$ cat config.mk
export PLATFORM = sky130hd
export DESIGN_NAME = krake_tx_fifo_port_flat
export DESIGN_NICKNAME = d
export VERILOG_FILES = /design/src/rtl/krake_tx_fifo_port_pkg.sv /design/src/rtl/krake_tx_fifo_port_if.sv /design/src/rtl/krake_sync_fifo.sv /design/src/rtl/krake_tx_fifo_port.sv /design/src/flat_wrapper.sv
export SDC_FILE = /design/constraint.sdc
export NUM_CORES = 1
export LEC_CHECK = 0
export BUFFER_PORTS_ARGS = -buffer_cell sky130_fd_sc_hd__buf_2
export CAP_MARGIN = 10
export CORE_AREA = 2 2 133 135
export CTS_BUF_LIST = sky130_fd_sc_hd__clkbuf_8
export CTS_CLUSTER_SIZE = 28
export DETAILED_ROUTE_END_ITERATION = 12
export DIE_AREA = 0 0 135 137
export PLACE_DENSITY_LB_ADDON = 0.2
export SLEW_MARGIN = 25
export SYNTH_ARGS = -nofsm -noshare
export SYNTH_HDL_FRONTEND = slang
export SYNTH_SLANG_ARGS = --single-unit
$ cat constraint.sdc
create_clock -name clk_i -period 3.2 [get_ports clk_i]
set_input_delay 0.48 -clock clk_i [delete_from_list [all_inputs] [get_ports clk_i]]
set_output_delay 0.48 -clock clk_i [all_outputs]
set_load 0.005 [all_outputs]
$ cat src/rtl/krake_tx_fifo_port_pkg.sv
// Shared definitions for the Krake FIFO-backed UART transmit port.
// Holds the register addresses, the CTRL/STATUS bit positions and the serializer states.
package krake_tx_pkg;

  localparam logic [3:0] TXP_STATUS = 4'h0;
  localparam logic [3:0] TXP_DATA   = 4'h1;
  localparam logic [3:0] TXP_CTRL   = 4'h2;
  localparam logic [3:0] TXP_DIV_LO = 4'h3;
  localparam logic [3:0] TXP_DIV_HI = 4'h4;
  localparam logic [3:0] TXP_LEVEL  = 4'h5;

  localparam int CTRL_TX_EN    = 0;
  localparam int CTRL_PAR_EN   = 1;
  localparam int CTRL_PAR_ODD  = 2;
  localparam int CTRL_TWO_STOP = 3;
  localparam int CTRL_FLUSH    = 4;

  localparam int STAT_EMPTY = 0;
  localparam int STAT_FULL  = 1;
  localparam int STAT_BUSY  = 2;
  localparam int STAT_OVF   = 3;

  typedef enum logic [2:0] {
    S_IDLE   = 3'd0,
    S_START  = 3'd1,
    S_DATA   = 3'd2,
    S_PARITY = 3'd3,
    S_STOP   = 3'd4
  } tx_state_e;

  // The LEVEL register is only 8 bits wide, so a 256-deep FIFO that is full reads 255.
  function automatic logic [7:0] sat_level(input logic [8:0] cnt);
    return cnt[8] ? 8'hFF : cnt[7:0];
  endfunction

endpackage

$ cat src/rtl/krake_tx_fifo_port_if.sv
// Krake register bus between a master and the TX port.
// The strobe is held until ack. ack is a single-cycle pulse with read data valid in that cycle.
interface krake_tx_fifo_port_if;
  logic       stb;
  logic       we;
  logic [3:0] adr;
  logic [7:0] wr_dat;
  logic [7:0] rd_dat;
  logic       ack;

  modport master (output stb, output we, output adr, output wr_dat, input rd_dat, input ack);
  modport slave  (input stb, input we, input adr, input wr_dat, output rd_dat, output ack);
endinterface

$ cat src/rtl/krake_sync_fifo.sv
// Single-clock FIFO with a flush input. Occupancy changes on the clock edge after push or pop.
// A push while full is dropped unless a pop happens in the same cycle. A pop while empty is ignored.
module krake_sync_fifo #(
  parameter int WIDTH = 8,
  parameter int DEPTH = 16
) (
  input  logic                     clk_i,
  input  logic                     rst_n_i,
  input  logic                     push,
  input  logic                     pop,
  input  logic                     flush,
  input  logic [WIDTH-1:0]         wdata,
  output logic [WIDTH-1:0]         rdata,
  output logic                     full,
  output logic                     empty,
  output logic [$clog2(DEPTH):0]   count
);
  localparam int AW = $clog2(DEPTH);

  logic [WIDTH-1:0] mem [DEPTH];
  logic [AW-1:0]    wr_ptr;
  logic [AW-1:0]    rd_ptr;
  logic [AW:0]      cnt_q;
  logic             do_push;
  logic             do_pop;

  assign full    = (cnt_q == (AW+1)'(DEPTH));
  assign empty   = (cnt_q == '0);
  assign count   = cnt_q;
  assign rdata   = mem[rd_ptr];
  assign do_pop  = pop & ~empty;
  assign do_push = push & (~full | do_pop);

  always_ff @(posedge clk_i or negedge rst_n_i) begin
    if (!rst_n_i) begin
      wr_ptr <= '0;
      rd_ptr <= '0;
      cnt_q  <= '0;
    end else if (flush) begin
      wr_ptr <= '0;
      rd_ptr <= '0;
      cnt_q  <= '0;
    end else begin
      // The pointers wrap on their own because DEPTH is a power of two.
      if (do_push) wr_ptr <= wr_ptr + 1'b1;
      if (do_pop)  rd_ptr <= rd_ptr + 1'b1;
      case ({do_push, do_pop})
        2'b10:   cnt_q <= cnt_q + 1'b1;
        2'b01:   cnt_q <= cnt_q - 1'b1;
        default: cnt_q <= cnt_q;
      endcase
    end
  end

  always_ff @(posedge clk_i) begin
    if (do_push) mem[wr_ptr] <= wdata;
  end

endmodule

$ cat src/rtl/krake_tx_fifo_port.sv
// Bus-attached UART transmitter with a TX FIFO, runtime divisor, optional parity and 1/2 stop bits.
// Latency: the start bit is on dout 2 cycles after a DATA write to an idle port. Writes to a full FIFO are dropped and set overflow.
module krake_tx_fifo_port
  import krake_tx_pkg::*;
#(
  parameter int          FIFO_DEPTH = 16,
  parameter logic [15:0] DIV_RESET  = 16'd434,
  parameter logic [7:0]  CTRL_RESET = 8'h01
) (
  input  logic                 clk_i,
  input  logic                 rst_n_i,
  krake_tx_fifo_port_if.slave  bus,
  output logic                 dout,
  output logic                 irq_o
);
  localparam int CW = $clog2(FIFO_DEPTH) + 1;

  logic          ack_q;
  logic [7:0]    rd_dat_q;
  logic [7:0]    rd_mux;
  logic [3:0]    ctrl_q;
  logic [15:0]   div_q;
  logic          ovf_q;
  logic          taken;
  logic          wr_taken;
  logic          rd_taken;
  logic          data_push;
  logic          flush;
  logic          pop;
  logic          busy;
  logic          fifo_full;
  logic          fifo_empty;
  logic [CW-1:0] fifo_cnt;
  logic [7:0]    fifo_rdata;

  tx_state_e     state_q, state_nxt;
  logic [15:0]   baud_q, baud_nxt;
  logic [2:0]    bit_q, bit_nxt;
  logic [7:0]    shreg_q, shreg_nxt;
  logic [15:0]   div_f_q, div_f_nxt;
  logic          par_en_q, par_en_nxt;
  logic          par_bit_q, par_bit_nxt;
  logic          two_stop_q, two_stop_nxt;
  logic          dout_q, dout_nxt;
  logic          launch;
  logic          bit_end;

  assign taken     = bus.stb & ~ack_q;
  assign wr_taken  = taken & bus.we;
  assign rd_taken  = taken & ~bus.we;
  assign data_push = wr_taken & (bus.adr == TXP_DATA);
  assign flush     = wr_taken & (bus.adr == TXP_CTRL) & bus.wr_dat[CTRL_FLUSH];
  assign busy      = (state_q != S_IDLE);
  assign irq_o     = fifo_empty & ~busy;
  assign dout      = dout_q;
  assign bus.ack    = ack_q;
  assign bus.rd_dat = rd_dat_q;

  krake_sync_fifo #(.WIDTH(8), .DEPTH(FIFO_DEPTH)) u_fifo (
    .clk_i   (clk_i),
    .rst_n_i (rst_n_i),
    .push    (data_push),
    .pop     (pop),
    .flush   (flush),
    .wdata   (bus.wr_dat),
    .rdata   (fifo_rdata),
    .full    (fifo_full),
    .empty   (fifo_empty),
    .count   (fifo_cnt)
  );

  always_comb begin
    rd_mux = 8'h00;
    case (bus.adr)
      TXP_STATUS: rd_mux = {4'b0, ovf_q, busy, fifo_full, fifo_empty};
      TXP_CTRL:   rd_mux = {4'b0, ctrl_q};
      TXP_DIV_LO: rd_mux = div_q[7:0];
      TXP_DIV_HI: rd_mux = div_q[15:8];
      TXP_LEVEL:  rd_mux = sat_level(9'(fifo_cnt));
      default:    rd_mux = 8'h00;
    endcase
  end

  always_ff @(posedge clk_i or negedge rst_n_i) begin
    if (!rst_n_i) begin
      ack_q    <= 1'b0;
      rd_dat_q <= 8'h00;
      ctrl_q   <= CTRL_RESET[3:0];
      div_q    <= DIV_RESET;
      ovf_q    <= 1'b0;
    end else begin
      ack_q    <= bus.stb & ~ack_q;
      rd_dat_q <= rd_taken ? rd_mux : 8'h00;
      if (wr_taken) begin
        case (bus.adr)
          TXP_STATUS: if (bus.wr_dat[STAT_OVF]) ovf_q <= 1'b0;
          TXP_CTRL:   ctrl_q <= bus.wr_dat[3:0];
          TXP_DIV_LO: div_q[7:0] <= bus.wr_dat;
          TXP_DIV_HI: div_q[15:8] <= bus.wr_dat;
          default:    ;
        endcase
      end
      if (data_push & fifo_full & ~pop) ovf_q <= 1'b1;
    end
  end

  assign bit_end = (baud_q == div_f_q);

  always_comb begin
    state_nxt    = state_q;
    baud_nxt     = baud_q + 16'd1;
    bit_nxt      = bit_q;
    shreg_nxt    = shreg_q;
    div_f_nxt    = div_f_q;
    par_en_nxt   = par_en_q;
    par_bit_nxt  = par_bit_q;
    two_stop_nxt = two_stop_q;
    dout_nxt     = dout_q;
    launch       = 1'b0;
    pop          = 1'b0;

    case (state_q)
      S_IDLE: begin
        baud_nxt = '0;
        dout_nxt = 1'b1;
        launch   = ctrl_q[CTRL_TX_EN] & ~fifo_empty;
      end
      S_START: begin
        if (bit_end) begin
          state_nxt = S_DATA;
          baud_nxt  = '0;
          bit_nxt   = 3'd0;
          dout_nxt  = shreg_q[0];
        end
      end
      S_DATA: begin
        if (bit_end) begin
          baud_nxt = '0;
          if (bit_q == 3'd7) begin
            state_nxt = par_en_q ? S_PARITY : S_STOP;
            dout_nxt  = par_en_q ? par_bit_q : 1'b1;
            bit_nxt   = 3'd0;
          end else begin
            bit_nxt   = bit_q + 3'd1;
            shreg_nxt = {1'b0, shreg_q[7:1]};
            dout_nxt  = shreg_q[1];
          end
        end
      end
      S_PARITY: begin
        if (bit_end) begin
          state_nxt = S_STOP;
          baud_nxt  = '0;
          bit_nxt   = 3'd0;
          dout_nxt  = 1'b1;
        end
      end
      S_STOP: begin
        if (bit_end) begin
          baud_nxt = '0;
          if (two_stop_q && bit_q == 3'd0) begin
            bit_nxt = 3'd1;
          end else begin
            state_nxt = S_IDLE;
            dout_nxt  = 1'b1;
            launch    = ctrl_q[CTRL_TX_EN] & ~fifo_empty;
          end
        end
      end
      default: begin
        state_nxt = S_IDLE;
        dout_nxt  = 1'b1;
      end
    endcase

    // Frame settings are captured at the pop so that mid-frame CTRL/DIV writes only affect later frames.
    if (launch) begin
      pop          = 1'b1;
      state_nxt    = S_START;
      baud_nxt     = '0;
      bit_nxt      = 3'd0;
      shreg_nxt    = fifo_rdata;
      div_f_nxt    = div_q;
      par_en_nxt   = ctrl_q[CTRL_PAR_EN];
      par_bit_nxt  = (^fifo_rdata) ^ ctrl_q[CTRL_PAR_ODD];
      two_stop_nxt = ctrl_q[CTRL_TWO_STOP];
      dout_nxt     = 1'b0;
    end
  end

  always_ff @(posedge clk_i or negedge rst_n_i) begin
    if (!rst_n_i) begin
      state_q    <= S_IDLE;
      baud_q     <= '0;
      bit_q      <= '0;
      shreg_q    <= '0;
      div_f_q    <= '0;
      par_en_q   <= 1'b0;
      par_bit_q  <= 1'b0;
      two_stop_q <= 1'b0;
      dout_q     <= 1'b1;
    end else begin
      state_q    <= state_nxt;
      baud_q     <= baud_nxt;
      bit_q      <= bit_nxt;
      shreg_q    <= shreg_nxt;
      div_f_q    <= div_f_nxt;
      par_en_q   <= par_en_nxt;
      par_bit_q  <= par_bit_nxt;
      two_stop_q <= two_stop_nxt;
      dout_q     <= dout_nxt;
    end
  end

endmodule
$ cat src/flat_wrapper.sv
// flat-port wrapper written by rule: the top's interface ports become plain ports
module krake_tx_fifo_port_flat import krake_tx_pkg::*;
#(
  parameter int          FIFO_DEPTH = 16,
  parameter logic [15:0] DIV_RESET  = 16'd434,
  parameter logic [7:0]  CTRL_RESET = 8'h01
)
  (clk_i, rst_n_i, dout, irq_o, bus_stb, bus_we, bus_adr, bus_wr_dat, bus_rd_dat, bus_ack);
  krake_tx_fifo_port_if bus_i ();
  input  logic clk_i;
  input  logic rst_n_i;
  output logic dout;
  output logic irq_o;
  input wire logic [$bits(bus_i.stb)-1:0] bus_stb;
  input wire logic [$bits(bus_i.we)-1:0] bus_we;
  input wire logic [$bits(bus_i.adr)-1:0] bus_adr;
  input wire logic [$bits(bus_i.wr_dat)-1:0] bus_wr_dat;
  output wire logic [$bits(bus_i.rd_dat)-1:0] bus_rd_dat;
  output wire logic [$bits(bus_i.ack)-1:0] bus_ack;
  assign bus_i.stb = bus_stb;
  assign bus_i.we = bus_we;
  assign bus_i.adr = bus_adr;
  assign bus_i.wr_dat = bus_wr_dat;
  assign bus_rd_dat = bus_i.rd_dat;
  assign bus_ack = bus_i.ack;
  krake_tx_fifo_port #(.FIFO_DEPTH(FIFO_DEPTH), .DIV_RESET(DIV_RESET), .CTRL_RESET(CTRL_RESET)) u_core (.clk_i(clk_i), .rst_n_i(rst_n_i), .bus(bus_i), .dout(dout), .irq_o(irq_o));
endmodule
# Word level (Yosys, flattened, before mapping)
# Memories as Yosys holds them, arrays and structs flattened.
# Index checks and enable logic that the tools add are counted.
# classes
n_addsub	6
n_mux	50
n_eq_ne	24
bitwise	20
n_reduce_logical	26
# ops
op	n
3-bit two-way mux	14
8-bit two-way mux	5
8-bit one-hot mux with 5 select lines	1
16-bit two-way mux	2
16-bit one-hot mux with 2 select lines	1
3-bit by 1-bit != test with 1-bit output, second input constant	7
1-bit two-way mux	17
16-bit by 1-bit adder with 16-bit output, second input constant	1
16-bit == test	1
4-bit two-way mux	4
3-bit one-hot mux with 5 select lines	1
2-bit nonzero test	7
1-bit bitwise AND	12
5-bit one-hot mux with 2 select lines	1
5-bit AND reduction	2
3-bit one-hot mux with 3 select lines	1
4-bit by 1-bit adder with 4-bit output, second input constant	2
4-bit by 2-bit == test with 1-bit output, second input constant	2
4-bit by 3-bit == test with 1-bit output, second input constant	2
8-bit parity	1
7-bit AND reduction	1
3-bit by 2-bit == test with 1-bit output, second input constant	2
3-bit == test, second input constant	2
3-bit logical NOT	2
25 further kinds	35
# word_totals
ram_bits	128
register_bits	93
output_inout_bits	11
elab_cells	145
in_bits	16
mem_count	1
# memory_table
name	depth	word_bits	rd	rd_clocked_by_memory_dff	write_ports	line_no	source
u_core.u_fifo.mem	16	8	1	0	1	krake_sync_fifo.sv:20	logic [WIDTH-1:0] mem [DEPTH];

# Logic depth before layout (Yosys ltp)
# Gate-level depths: netlist (run 1).
# logic_depth
ltp_word	13
mapped_depth	16
ltp_nobuf	15

# By module
# From an unflattened synthesis (run 1), not the netlist that was laid out.
# unflattened
hier_cells	682
area_unflattened_um2	9889.5
# modules_own_cells
module	area_per_inst_um2	n_inst	cells_per_inst	seq_area_each_um2
krake_sync_fifo	5860.6	1	326	4169.0
krake_tx_fifo_port	4028.9	1	356	2010.7

# Worst setup path before layout (run 1)
# OpenSTA, ideal clock, no wires.
# synth_path
kind	reg2reg
startpoint	register u_core.u_fifo.cnt_q[2] (netlist: u_core.u_fifo.count[2])
endpoint	register u_core.u_fifo.cnt_q[4] (netlist: u_core.u_fifo.count[4])
setup_time_ns	0.077
stages_incl_launch_ff	17
t_required_ns	3.123
n_path_buf	2
slack_ns	0.018
arrival_ns	3.105
synth_period_minus_slack_ns	3.182
cell_sequence	dfrtp_1 -> clkbuf_1 -> nor4_1 -> nand2b_1 -> and3_1 -> clkbuf_1 -> a21oi_1 -> nor2_1 -> inv_2 -> ha_1 -> xor2_1 -> ha_1 -> nand3_1 -> o21ai_0 -> a222oi_1 -> or3_1 -> a21oi_1
# synth_via
elab_chain_cells	13
elab_cells_between_ends	19
classes_between	add/sub: 2; eq/ne: 3; mux: 6; bitwise: 6; reduce/logical: 2
# synth_rtl
item	line_no	source
start: declaration	krake_sync_fifo.sv:23	logic [AW:0] cnt_q;
start signal: assignment	krake_sync_fifo.sv:48	2'b10: cnt_q <= cnt_q + 1'b1;
start signal: assignment	krake_sync_fifo.sv:49	2'b01: cnt_q <= cnt_q - 1'b1;
start signal: assignment	krake_sync_fifo.sv:50	default: cnt_q <= cnt_q;
5-bit logical NOT	krake_sync_fifo.sv:28	assign empty = (cnt_q == '0);
1-bit inverter	krake_sync_fifo.sv:31, krake_tx_fifo_port.sv:126, krake_tx_fifo_port.sv:166	
1-bit bitwise AND	krake_tx_fifo_port.sv:126, krake_tx_fifo_port.sv:166	
1-bit two-way mux	krake_tx_fifo_port.sv:161	if (two_stop_q && bit_q == 3'd0) begin
1-bit two-way mux	krake_tx_fifo_port.sv:159	if (bit_end) begin
1-bit one-hot mux with 2 select lines	krake_tx_fifo_port.sv:122	case (state_q)
1-bit two-way mux	krake_tx_fifo_port.sv:177	if (launch) begin
1-bit bitwise AND	krake_sync_fifo.sv:31	assign do_pop = pop & ~empty;
1-bit OR	krake_sync_fifo.sv:32	assign do_push = push & (~full | do_pop);
1-bit bitwise AND	krake_sync_fifo.sv:32	
2-bit by 1-bit == test with 1-bit output or 2-bit == test (tied branches)	krake_sync_fifo.sv:47	case ({do_push, do_pop})
5-bit one-hot mux with 2 select lines	krake_sync_fifo.sv:47	
5-bit two-way mux	krake_sync_fifo.sv:39	end else if (flush) begin
# Parallel ways exist; a longest one is shown, timed or not.
# A chain may end at the register's enable or synchronous reset.

# Worst setup path after layout (run 1)
# layout_path
startpoint	register u_core.baud_q[12]
endpoint	register u_core.u_fifo.cnt_q[4] (netlist: u_core.u_fifo.count[4])
# layout_via
elab_chain_cells	10
elab_cells_between_ends	12
classes_between	eq/ne: 3; mux: 5; bitwise: 3; reduce/logical: 1
# layout_rtl
item	line_no	source
start: declaration	krake_tx_fifo_port.sv:37	logic [15:0] baud_q, baud_nxt;
start signal: assignment	krake_tx_fifo_port.sv:204	baud_q <= baud_nxt;
16-bit == test (*)	krake_tx_fifo_port.sv:107	assign bit_end = (baud_q == div_f_q);
1-bit two-way mux (*)	krake_tx_fifo_port.sv:159	
1-bit one-hot mux with 2 select lines (*)	krake_tx_fifo_port.sv:122	
1-bit two-way mux (*)	krake_tx_fifo_port.sv:177	
1-bit bitwise AND (*)	krake_sync_fifo.sv:31	
1-bit OR	krake_sync_fifo.sv:32	
1-bit bitwise AND	krake_sync_fifo.sv:32	
2-bit by 1-bit == test with 1-bit output or 2-bit == test (tied branches)	krake_sync_fifo.sv:47	
5-bit one-hot mux with 2 select lines	krake_sync_fifo.sv:47	
5-bit two-way mux	krake_sync_fifo.sv:39	
# Mark *: on every way between the ends. The rest lies on a longest branch, timed or not.

==> results.yml, run 1 <==
status:
  outcome: "finished, violations left"
  failing_checks: "hold timing, setup timing"
clocking:
  tritoncts_sinks: 221
  ctsHtreeMaxLevel: 2
  cts_buffer_depth: 3
  clock_pin_slew_on_the_worst_setup_and_hold_paths_ns: 0.07
  clock_root_cell: "clkbuf_8"
  tritoncts: "done"
  cts_hold_repair.buffers: 0
  clock_latency_ns: 0.53
  cts_inserted_buffers: 38
synthesis:
  synth_ff_type: "edfxtp_1"
  synthTopCellsByArea: "edfxtp_1 40%, dfrtp_1 22%, mux4_2 7.2%, nand2_1 3.6%, xor2_1 2.6%"
  synth_cell_type_count: 56
  yosys_register_bits: 221
  ys_warn_count: 0
  synthesis.nets: 718
  synthesis.area_mm2: 0.00969
  share_of_the_yosys_chip_area_belonging_to_registers_pct: 63.8
  synth_area_leader_cell: "edfxtp_1"
  synthDominantCellAreaShare_pct: 39.7
  synthArstFlopShare_pct: 42.1
  postSynthAreaPerCell_um2: 14.0
  syn-instance-count: 690
  post_synth_edffs: 128
floorplan:
  row_count: 48
  placeableCoreArea_mm2: 0.0171
  die_w_um: 135
  initial_utilization_pct: 56.8
  chipHeight_um: 137
  io_pins: 27
  floorplan.die_area_mm2: 0.0185
sta:
  rsz0062_at_grt: "true"
  finalCriticalPeriod_ns: 3.23
  setup-tns-final_ns: -0.0299
  timing.final.crit_share_pct: 101
  final_worst_path_setup_slack_ns: -0.0299
  fin_worst_hold_slack_ns: -0.0400
  transition_time_at_the_pin_with_the_least_slew_margin_ns: 0.676
  setup_violations: 1
  timing.clock.skew_ns: 0.0266
  maxSlewHeadroom_pct: 54.9
  maxSlewViolCount: 0
  hold_viol_final: 33
  maxClockFrequency_mhz: 310
grt:
  grt_pass1_wl_um: 32800
  grt_overflow: 0
  grt_antenna_before_repair: 0
  grt_start_max_net_pins: 76
  grt_pass1_vias: 6111
  grt.total_usage_pct: 23.4
cells_and_area:
  insertedDiodeCount: 0
  final_cell_mix: "128 x edfxtp_1, 92 x nand2_1, 85 x dfrtp_1, 42 x nor2_1, 40 x buf_4"
  flow.area_growth_from_synthesis_pct: 15.0
  nets: 793
  final_common_cell: "edfxtp_1"
  finish.utilization_pct: 65.3
  fillCellCount: 1236
  final_instance_area_mm2: 0.0111
  drive_gt1_share_pct: 25.9
critical_path:
  worstPathMaxFanout: 3
  worst_ep_required_time_ns: 3.67
  arr_time_crit_path_ns: 3.70
  worst_path_max_delay_cell: "dfrtp_1"
  reg2reg_depth: 15
  worst-setup-path-type: "register to register"
  worst_setup_path_start_kind: "register"
  timing.critical_path.to_type: "register"
  cp_cell_sequence: "xor2_1 > nor4_2 > nand4_1 > o21ai_4 > a21oi_2 > nor2_2 > inv_2 > ha_4 > xor2_1 > ha_2 > buf_4 > nor2_2 > a222oi_1 > or3_1 > a21oi_2"
  critPathMaxStageDelay_ns: 0.41
pwr:
  switchingPower_mw: 2.80
  sequentialPowerShare_pct: 41.5
  leakagePower_nw: 4.47
  internal-power_mw: 5.97
  netSwitchingFraction_pct: 31.9
  total_power_mw: 8.77
  power_frac_comb_pct: 30.6
  vdd_ir_drop_max_mv: 0.484
  cellPowerDensity_mw_per_mm2: 787
  clock_power_share_pct: 27.9
placed_design:
  globalplace.congestion: 0.822
  dp_hpwl_um: 14100
  place_area_mm2: 0.0102
  placement.io_buffers: 26
route:
  drc_errors: 0
  vias_per_std_cell: 5.77
  avgRoutedWirePerCell_um: 20.4
  wirelength_routed_um: 20800
  ant_nets: 0
  drt_first_iter_violations: 364
  detailroute.via_count: 5888
  detail_route.first_pass.iterations: 4
hold_path:
  hold_path.class: "primary input to asynchronous set/reset pin"
flow_run:
  drv.max_cap_violation_count: 0
==> critical path: cells and delay by family (launching register included) <==
kind	cells	cell delay, ns
AOI/OAI and AO/OA	4	0.61
xor gates and xnor gates	2	0.34
adders and majority gates	2	0.36
buffers and inverters	2	0.21
DFF	1	0.41
and+or+nand+nor	5	1.23
==> what timing repair did <==
action | in CTS | in global routing
buffers inserted | 0 | 9
pin swaps | 0 | 14
cloned | 0 | 0
setup endpoints to repair | 1 | 3
resized for setup | 2 | 20
==> per-stage QoR <==
stage,worst slack (ns),cells
after floorplan,0.0176,690
after global placement,0.0841,941
after detailed placement,-0.0715,941
after CTS,0.0490,1011
after global routing,-0.148,1020
final,-0.0299,1020
==> Yosys cell counts, drive strengths merged (2+ instances only) <==
library cell	instances
a211oi	2
a21o	2
a21oi	15
a221oi	4
a222oi	2
a22oi	10
and3	9
and4	5
and4b	7
buf	12
clkbuf	22
dfrtp	86
dfstp	7
edfxtp	128
ha	12
inv	14
mux2	26
mux2i	3
mux4	36
nand2	93
nand3	27
nand4	4
nor2	44
nor2b	8
nor3	8
nor4	9
nor4b	6
o21ai	23
o31a	2
o31ai	3
or3	5
or4	2
xnor2	14
xor2	29
==> kinds of logic (layout without fill, tap and decap cells) <==
logic type / after synthesis / count (layout) / synth area share, %
AOI/OAI and AO/OA: 68 / 68 / 4.43
xor gates and xnor gates: 44 / 44 / 4.20
adders and majority gates: 13 / 13 / 1.65
buffers and inverters: 48 / 153 / 2.48
DFF: 221 / 221 / 63.8
muxes: 65 / 65 / 11.9
and+or+nand+nor: 231 / 231 / 11.6
==> worst paths after layout <==
check	from	endpoint	slack, ns
setup / recovery	u_core.baud_q[12]$_DFF_PN0_	u_core.u_fifo.count[4]$_DFFE_PN0P_	-0.03
hold / removal	rst_n_i	u_core.baud_q[3]$_DFF_PN0_	-0.04
setup reg to reg	u_core.baud_q[12]$_DFF_PN0_	u_core.u_fifo.count[4]$_DFFE_PN0P_	-0.03
hold reg to reg	u_core.bus.ack$_DFF_PN0_	u_core.bus.ack$_DFF_PN0_	0.46
max in group asynchronous	rst_n_i	u_core.ctrl_q[0]$_DFFE_PN1P_	2.52
min in group clk_i	bus_stb	u_core.bus.ack$_DFF_PN0_	0.24
==> power groups by stage <==
stage	logic, mW	registers (mW)	clock network [mW]
3_3_place_gp	2.50	3.66	0
2_1_floorplan	2.03	3.52	0
4_1_cts	2.59	3.63	2.50
3_5_place_dp	2.57	3.68	0
6_report	2.69	3.64	2.45
5_1_grt	2.94	3.68	2.62
==> state kept, by name, indices dropped and copies added, names as in the netlist <==
signal and flops:
u_core.bit_q 3, u_core.u_fifo.rd_ptr 4, u_core.shreg_q 8, u_core.bus.ack 1, u_core.baud_q 16, u_core.bus.rd_dat 8, u_core.u_fifo.count 5, u_core.dout 1
u_core.state_q 3, u_core.par_en_q 1, u_core.par_bit_q 1, u_core.div_f_q 16, u_core.ovf_q 1, u_core.div_q 16, u_core.u_fifo.wr_ptr 4, u_core.ctrl_q 4
u_core.two_stop_q 1, u_core.u_fifo.mem 128
==> routing by layer <==
metal  wire, um  GRT usage, %  share of wire (%)  vias to the layer above
met3       1140          5.33                5.5                       45
li1           -             -                  -                     2728
met2      10400          39.1                 50                      158
met4        505          8.28                2.4                        0
met1       8800          30.4                 42                     2957
met5          0             0                  0                        -
==> final cells by class <==
type	count	area [um^2]	area share, %
Timing Repair Buffer	69	497	4.46
Sequential cell	221	6180	55.5
Clock inverter	31	201	1.81
Tap cell	225	282	2.53
Clock buffer	39	537	4.82
Inverter	14	56.3	0.505
Multi-Input combinational cell	421	3390	30.4
Power figures use the tool's default switching activity.
==> inputs of run 2 (changes only) <==
--- a/config.mk
+++ b/config.mk
@@ -12,7 +12,7 @@
 export CTS_CLUSTER_SIZE = 28
 export DETAILED_ROUTE_END_ITERATION = 12
 export DIE_AREA = 0 0 135 137
-export PLACE_DENSITY_LB_ADDON = 0.2
+export PLACE_DENSITY = 0.81
 export SLEW_MARGIN = 25
 export SYNTH_ARGS = -nofsm -noshare
 export SYNTH_HDL_FRONTEND = slang
==> results.yml, run 2 (synthesized netlist as in run 1, its figures left out) <==
cells_and_area:
  largest-register: "u_core.u_fifo.mem"
  nets: 792
  multiInputGateArea_mm2: 0.00336
  insertedDiodeCount: 0
  final_instance_area_mm2: 0.0110
  flow.area_growth_from_synthesis_pct: 13.9
  fillCellCount: 1205
  final_cell_mix: "128 x edfxtp_1, 92 x nand2_1, 83 x dfrtp_1, 42 x nor2_1, 41 x buf_4"
  largest_register_ffs: 128
  ff_latch_area_mm2: 0.00618
  final_common_cell: "edfxtp_1"
  drive_gt1_share_pct: 25.0
pwr:
  vdd_ir_drop_max_mv: 0.458
  total_power_mw: 8.54
  cellPowerDensity_mw_per_mm2: 774
  leakagePower_nw: 4.42
flow_run:
  drv.max_cap_violation_count: 0
sta:
  transition_time_at_the_pin_with_the_least_slew_margin_ns: 0.628
  maxSlewViolCount: 0
  maxSlewHeadroom_pct: 58.2
  timing.clock.skew_ns: 0.0398
  maxClockFrequency_mhz: 308
  timing.final.crit_share_pct: 102
  final_worst_path_setup_slack_ns: -0.0512
  fin_worst_hold_slack_ns: 0.235
  rsz0062_at_grt: "true"
  setup_violations: 9
  hold_viol_final: 0
  finalCriticalPeriod_ns: 3.25
  setup-tns-final_ns: -0.237
clocking:
  tritoncts_sinks: 221
  cts_buffer_depth: 3
  clock_root_cell: "clkbuf_8"
  tritoncts: "done"
  cts_inserted_buffers: 37
  ctsHtreeMaxLevel: 2
  clock_latency_ns: 0.54
  clock_pin_slew_on_the_worst_setup_and_hold_paths_ns: 0.06
critical_path:
  worst_setup_path_start_kind: "register"
  regToRegEndpoint: "u_core.u_fifo.count[4]$_DFFE_PN0P_"
  worst_ep_required_time_ns: 3.67
  critical_path_buf_inv_count: 2
  critical_path_depth: 15
  r2r_slack_ns: -0.05
  worst_path_dominant_cell_family: "simple AND/OR/NAND/NOR gates"
  arr_time_crit_path_ns: 3.72
  worst-setup-path-type: "register to register"
  crit-reg2reg-launch: "u_core.baud_q[1]$_DFF_PN0_"
  critPathMaxStageDelay_ns: 0.42
  worst_path_max_delay_cell: "dfrtp_1"
  cp_cell_sequence: "xor2_1 > nor4_2 > nand4_1 > o21ai_2 > a21oi_2 > nor2_2 > inv_2 > ha_4 > xor2_2 > ha_2 > buf_4 > nor2_2 > a222oi_1 > or3_1 > a21oi_2"
  reg2reg_depth: 15
  timing.critical_path.to_type: "register"
  worstPathMaxFanout: 4
hold_path:
  hold_path.class: "primary input to register"
  worstHoldEndpoint: "u_core.bus.ack$_DFF_PN0_"
  origin_of_the_worst_min_delay_path: "bus_stb"
  holdPathStages: 2
route:
  wirelength_routed_um: 20500
  drc_errors: 0
  detailroute.via_count: 6032
  drt_first_iter_violations: 607
  vias_per_std_cell: 5.93
  ant_nets: 0
  avgRoutedWirePerCell_um: 20.2
  detail_route.first_pass.iterations: 5
grt:
  grt_pass1_vias: 6148
  grt_pass1_wl_um: 32600
  grt_start_max_net_pins: 50
  grt.total_usage_pct: 23.0
  grt_overflow: 0
  grt_antenna_before_repair: 0
floorplan:
  placeableCoreArea_mm2: 0.0171
  die_w_um: 135
  row_count: 48
  io_pins: 27
  initial_utilization_pct: 56.8
  chipHeight_um: 137
  floorplan.die_area_mm2: 0.0185
placed_design:
  globalplace.congestion: 0.892
  placement.io_buffers: 26
  detailedPlace.worstSlack_ns: -0.146
  dp_hpwl_um: 13700
  place_area_mm2: 0.0102
status:
  outcome: "finished, violations left"
  failing_checks: "setup timing"
-- run 2: cell count changes in the layout (fill, tap and decap cells not counted), moves of 2 or more --
cell and change:
dfrtp_2 +2, dfrtp_1 -2, inv_6 -2, bufinv_16 -2
-- run 2: area by class of cell --
| class | count | share of cell area (%) |
|---|---|---|
| clock buffer | 40 | 4.99 |
| clock inverter | 27 | 1.14 |
| inverter | 14 | 0.476 |
| multi-input combinational | 421 | 30.4 |
| sequential | 221 | 56.0 |
| tap | 225 | 2.55 |
| timing repair buffer | 69 | 4.38 |
-- run 2: how the worst max path moves through the flow --
stage                                             from                                 end  slack [ns]
global placement            u_core.baud_q[1]$_DFF_PN0_  u_core.u_fifo.count[4]$_DFFE_PN0P_        0.11
floorplan           u_core.u_fifo.count[2]$_DFFE_PN0P_  u_core.u_fifo.count[4]$_DFFE_PN0P_        0.02
finish                      u_core.baud_q[1]$_DFF_PN0_  u_core.u_fifo.count[4]$_DFFE_PN0P_       -0.05
CTS                        u_core.baud_q[12]$_DFF_PN0_  u_core.u_fifo.count[4]$_DFFE_PN0P_       0.007
global route                u_core.baud_q[1]$_DFF_PN0_  u_core.u_fifo.count[4]$_DFFE_PN0P_       -0.21
detailed placement       u_core.div_f_q[2]$_DFFE_PN0N_  u_core.u_fifo.count[4]$_DFFE_PN0P_       -0.15
-- run 2: power by group --
part	switching (mW)	total [mW]	leakage (nW)	internal, mW
Clock	1.08	2.24	0.394	1.16
Sequential	0.299	3.62	2.36	3.32
Combinational	1.35	2.69	1.67	1.34
-- run 2: per-layer routing --
layer,global-route usage [%],up-vias,part of all wire [%]
met1,28.6,3006,39
met4,7.87,0,2.7
met2,40.7,245,52
met5,0,-,0
met3,4.41,56,5.8
li1,-,2725,-
-- run 2: metrics by stage --
stage	util, %	cells
2_1_floorplan	-	690
3_3_place_gp	59.8	938
3_5_place_dp	59.8	938
4_1_cts	64.3	1012
5_1_grt	64.7	1017
6_report	64.7	1017
-- run 2: what timing repair did --
action,4_1_cts,5_1_grt
setup buffers,6,5
hold buffers,1,0
endpoints found under the hold margin,44,0
endpoints found under the setup margin,1,81
pin swaps,4,12
cloned,0,0
gates resized for setup,10,7
==> inputs of run 3 (changes only) <==
--- a/config.mk
+++ b/config.mk
@@ -8,7 +8,7 @@
 export BUFFER_PORTS_ARGS = -buffer_cell sky130_fd_sc_hd__buf_2
 export CAP_MARGIN = 10
 export CORE_AREA = 2 2 133 135
-export CTS_BUF_LIST = sky130_fd_sc_hd__clkbuf_8
+export CTS_BUF_LIST = sky130_fd_sc_hd__clkbuf_4
 export CTS_CLUSTER_SIZE = 28
 export DETAILED_ROUTE_END_ITERATION = 12
 export DIE_AREA = 0 0 135 137
==> results.yml, run 3 (synthesized netlist as in run 1, its figures left out) <==
sta:
  timing.final.crit_share_pct: 103
  rsz0062_at_grt: "true"
  hold_viol_final: 0
  maxClockFrequency_mhz: 305
  fin_worst_hold_slack_ns: 0.0707
  maxSlewHeadroom_pct: 58.1
  transition_time_at_the_pin_with_the_least_slew_margin_ns: 0.629
  maxSlewViolCount: 0
  setup-tns-final_ns: -0.0801
  final_worst_path_setup_slack_ns: -0.0801
  finalCriticalPeriod_ns: 3.28
  setup_violations: 1
  timing.clock.skew_ns: 0.0794
grt:
  grt_pass1_wl_um: 32900
  grt_overflow: 0
  groute.layer.met3.usage_pct: 5.26
  global_route.usage.met2_pct: 40.6
  grt_start_max_net_pins: 50
  grt.total_usage_pct: 23.3
  globalRoute.busiestLayer: "met2"
  gr-usage-met1_pct: 28.5
  grt_pass1_vias: 6329
  grt_antenna_before_repair: 1
hold_path:
  hold_path.class: "primary input to register"
  origin_of_the_worst_min_delay_path: "bus_stb"
  worstHoldEndpoint: "u_core.bus.ack$_DFF_PN0_"
  holdPathStages: 2
critical_path:
  worst_setup_path_start_kind: "register"
  arr_time_crit_path_ns: 3.91
  crit-reg2reg-launch: "u_core.baud_q[5]$_DFF_PN0_"
  r2r_slack_ns: -0.08
  regToRegEndpoint: "u_core.u_fifo.count[4]$_DFFE_PN0P_"
  reg2reg_depth: 15
  worstPathMaxFanout: 3
  worst-setup-path-type: "register to register"
  worst_ep_required_time_ns: 3.83
  timing.critical_path.to_type: "register"
cells_and_area:
  fillCellCount: 1199
  final_common_cell: "edfxtp_1"
  drive_gt1_share_pct: 31.5
  multiInputGateArea_mm2: 0.00340
  largest-register: "u_core.u_fifo.mem"
  ff_latch_area_mm2: 0.00618
  final_cell_mix: "128 x edfxtp_1, 92 x nand2_1, 85 x clkbuf_4, 84 x dfrtp_1, 47 x buf_4"
  nets: 817
  final_instance_area_mm2: 0.0112
  largest_register_ffs: 128
  flow.area_growth_from_synthesis_pct: 15.5
  finish.utilization_pct: 65.6
  finish.cell_count_without_fillers: 1060
placed_design:
  placement.io_buffers: 26
  dp_hpwl_um: 13700
  place_area_mm2: 0.0102
  total_instance_count_after_detailed_placement: 938
  detailedPlace.worstSlack_ns: -0.146
  globalplace.congestion: 0.892
floorplan:
  die_w_um: 135
  placeableCoreArea_mm2: 0.0171
  row_count: 48
  io_pins: 27
  chipHeight_um: 137
  floorplan.die_area_mm2: 0.0185
  initial_utilization_pct: 56.8
clocking:
  cts_buffer_depth: 3
  tritoncts: "done"
  cts_inserted_buffers: 55
  clock_latency_ns: 0.70
  tritoncts_sinks: 221
  clock_pin_slew_on_the_worst_setup_and_hold_paths_ns: 0.07
  clock_root_cell: "clkbuf_4"
  ctsHtreeMaxLevel: 2
route:
  wirelength_routed_um: 21200
  ant_nets: 0
  vias_per_std_cell: 5.84
  detail_route.first_pass.iterations: 6
  detailroute.via_count: 6195
  avgRoutedWirePerCell_um: 20.0
  drc_errors: 0
  drt_first_iter_violations: 529
pwr:
  total_power_mw: 8.73
  cellPowerDensity_mw_per_mm2: 780
  vdd_ir_drop_max_mv: 0.481
  leakagePower_nw: 4.50
status:
  failing_checks: "setup timing"
  outcome: "finished, violations left"
flow_run:
  drv.max_cap_violation_count: 0
[run 3: cell count changes in the layout (fill, tap and decap cells not counted), sizes merged]
cell | before | now
inv | 28 | 15
clkinv | 11 | 15
clkinvlp | 2 | 1
buf | 68 | 75
clkbuf | 40 | 85
diode | 0 | 1
[run 3: layer usage]
layer / part of all wire, % / routed length [um] / up-vias
met3: 6.1 / 1290 / 54
li1: - / - / 2822
met2: 53 / 11100 / 226
met5: 0 / 0 / -
met4: 2.5 / 529 / 0
met1: 39 / 8220 / 3093
[run 3: worst max-delay path: stages, from the launching register on]
cell	delay (ns)
dfrtp_1	0.41
xor2_1	0.18
nor4_2	0.36
nand4_1	0.25
o21ai_4	0.26
a21oi_2	0.11
nor2_2	0.16
inv_2	0.08
ha_4	0.18
xor2_2	0.18
ha_2	0.24
nand3_2	0.10
o21ai_1	0.11
a222oi_1	0.11
or3_1	0.40
a21oi_2	0.12
[run 3: worst max path at each step]
stage	from	to	slack (ns)	depth (start not counted)
after CTS	u_core.baud_q[5]$_DFF_PN0_	u_core.u_fifo.count[4]$_DFFE_PN0P_	0.005	15
after floorplan	u_core.u_fifo.count[2]$_DFFE_PN0P_	u_core.u_fifo.count[4]$_DFFE_PN0P_	0.02	16
after global placement	u_core.baud_q[1]$_DFF_PN0_	u_core.u_fifo.count[4]$_DFFE_PN0P_	0.11	15
after detailed placement	u_core.div_f_q[2]$_DFFE_PN0N_	u_core.u_fifo.count[4]$_DFFE_PN0P_	-0.15	15
after global routing	u_core.baud_q[5]$_DFF_PN0_	u_core.u_fifo.count[4]$_DFFE_PN0P_	-0.31	15
final	u_core.baud_q[5]$_DFF_PN0_	u_core.u_fifo.count[4]$_DFFE_PN0P_	-0.08	15
[run 3: power by group]
group	internal, mW	switching (mW)
clock	1.23	1.13
sequential	3.31	0.309
combinational	1.37	1.38
[run 3: final cells by class]
type,instances,share of cell area (%)
antenna,1,0.0224
clock buffer,85,5.70
clock inverter,17,0.805
inverter,14,0.525
multi-input combinational,421,30.4
sequential,221,55.2
tap,225,2.51
timing repair buffer,76,4.82
[run 3: what timing repair did]
action / 4_1_cts / 5_1_grt
resized for setup: 6 / 29
setup endpoints to repair: 1 / 83
hold buffers: 1 / 0
endpoints found under the hold margin: 44 / 0
buffers inserted: 7 / 11
pin swaps: 4 / 14
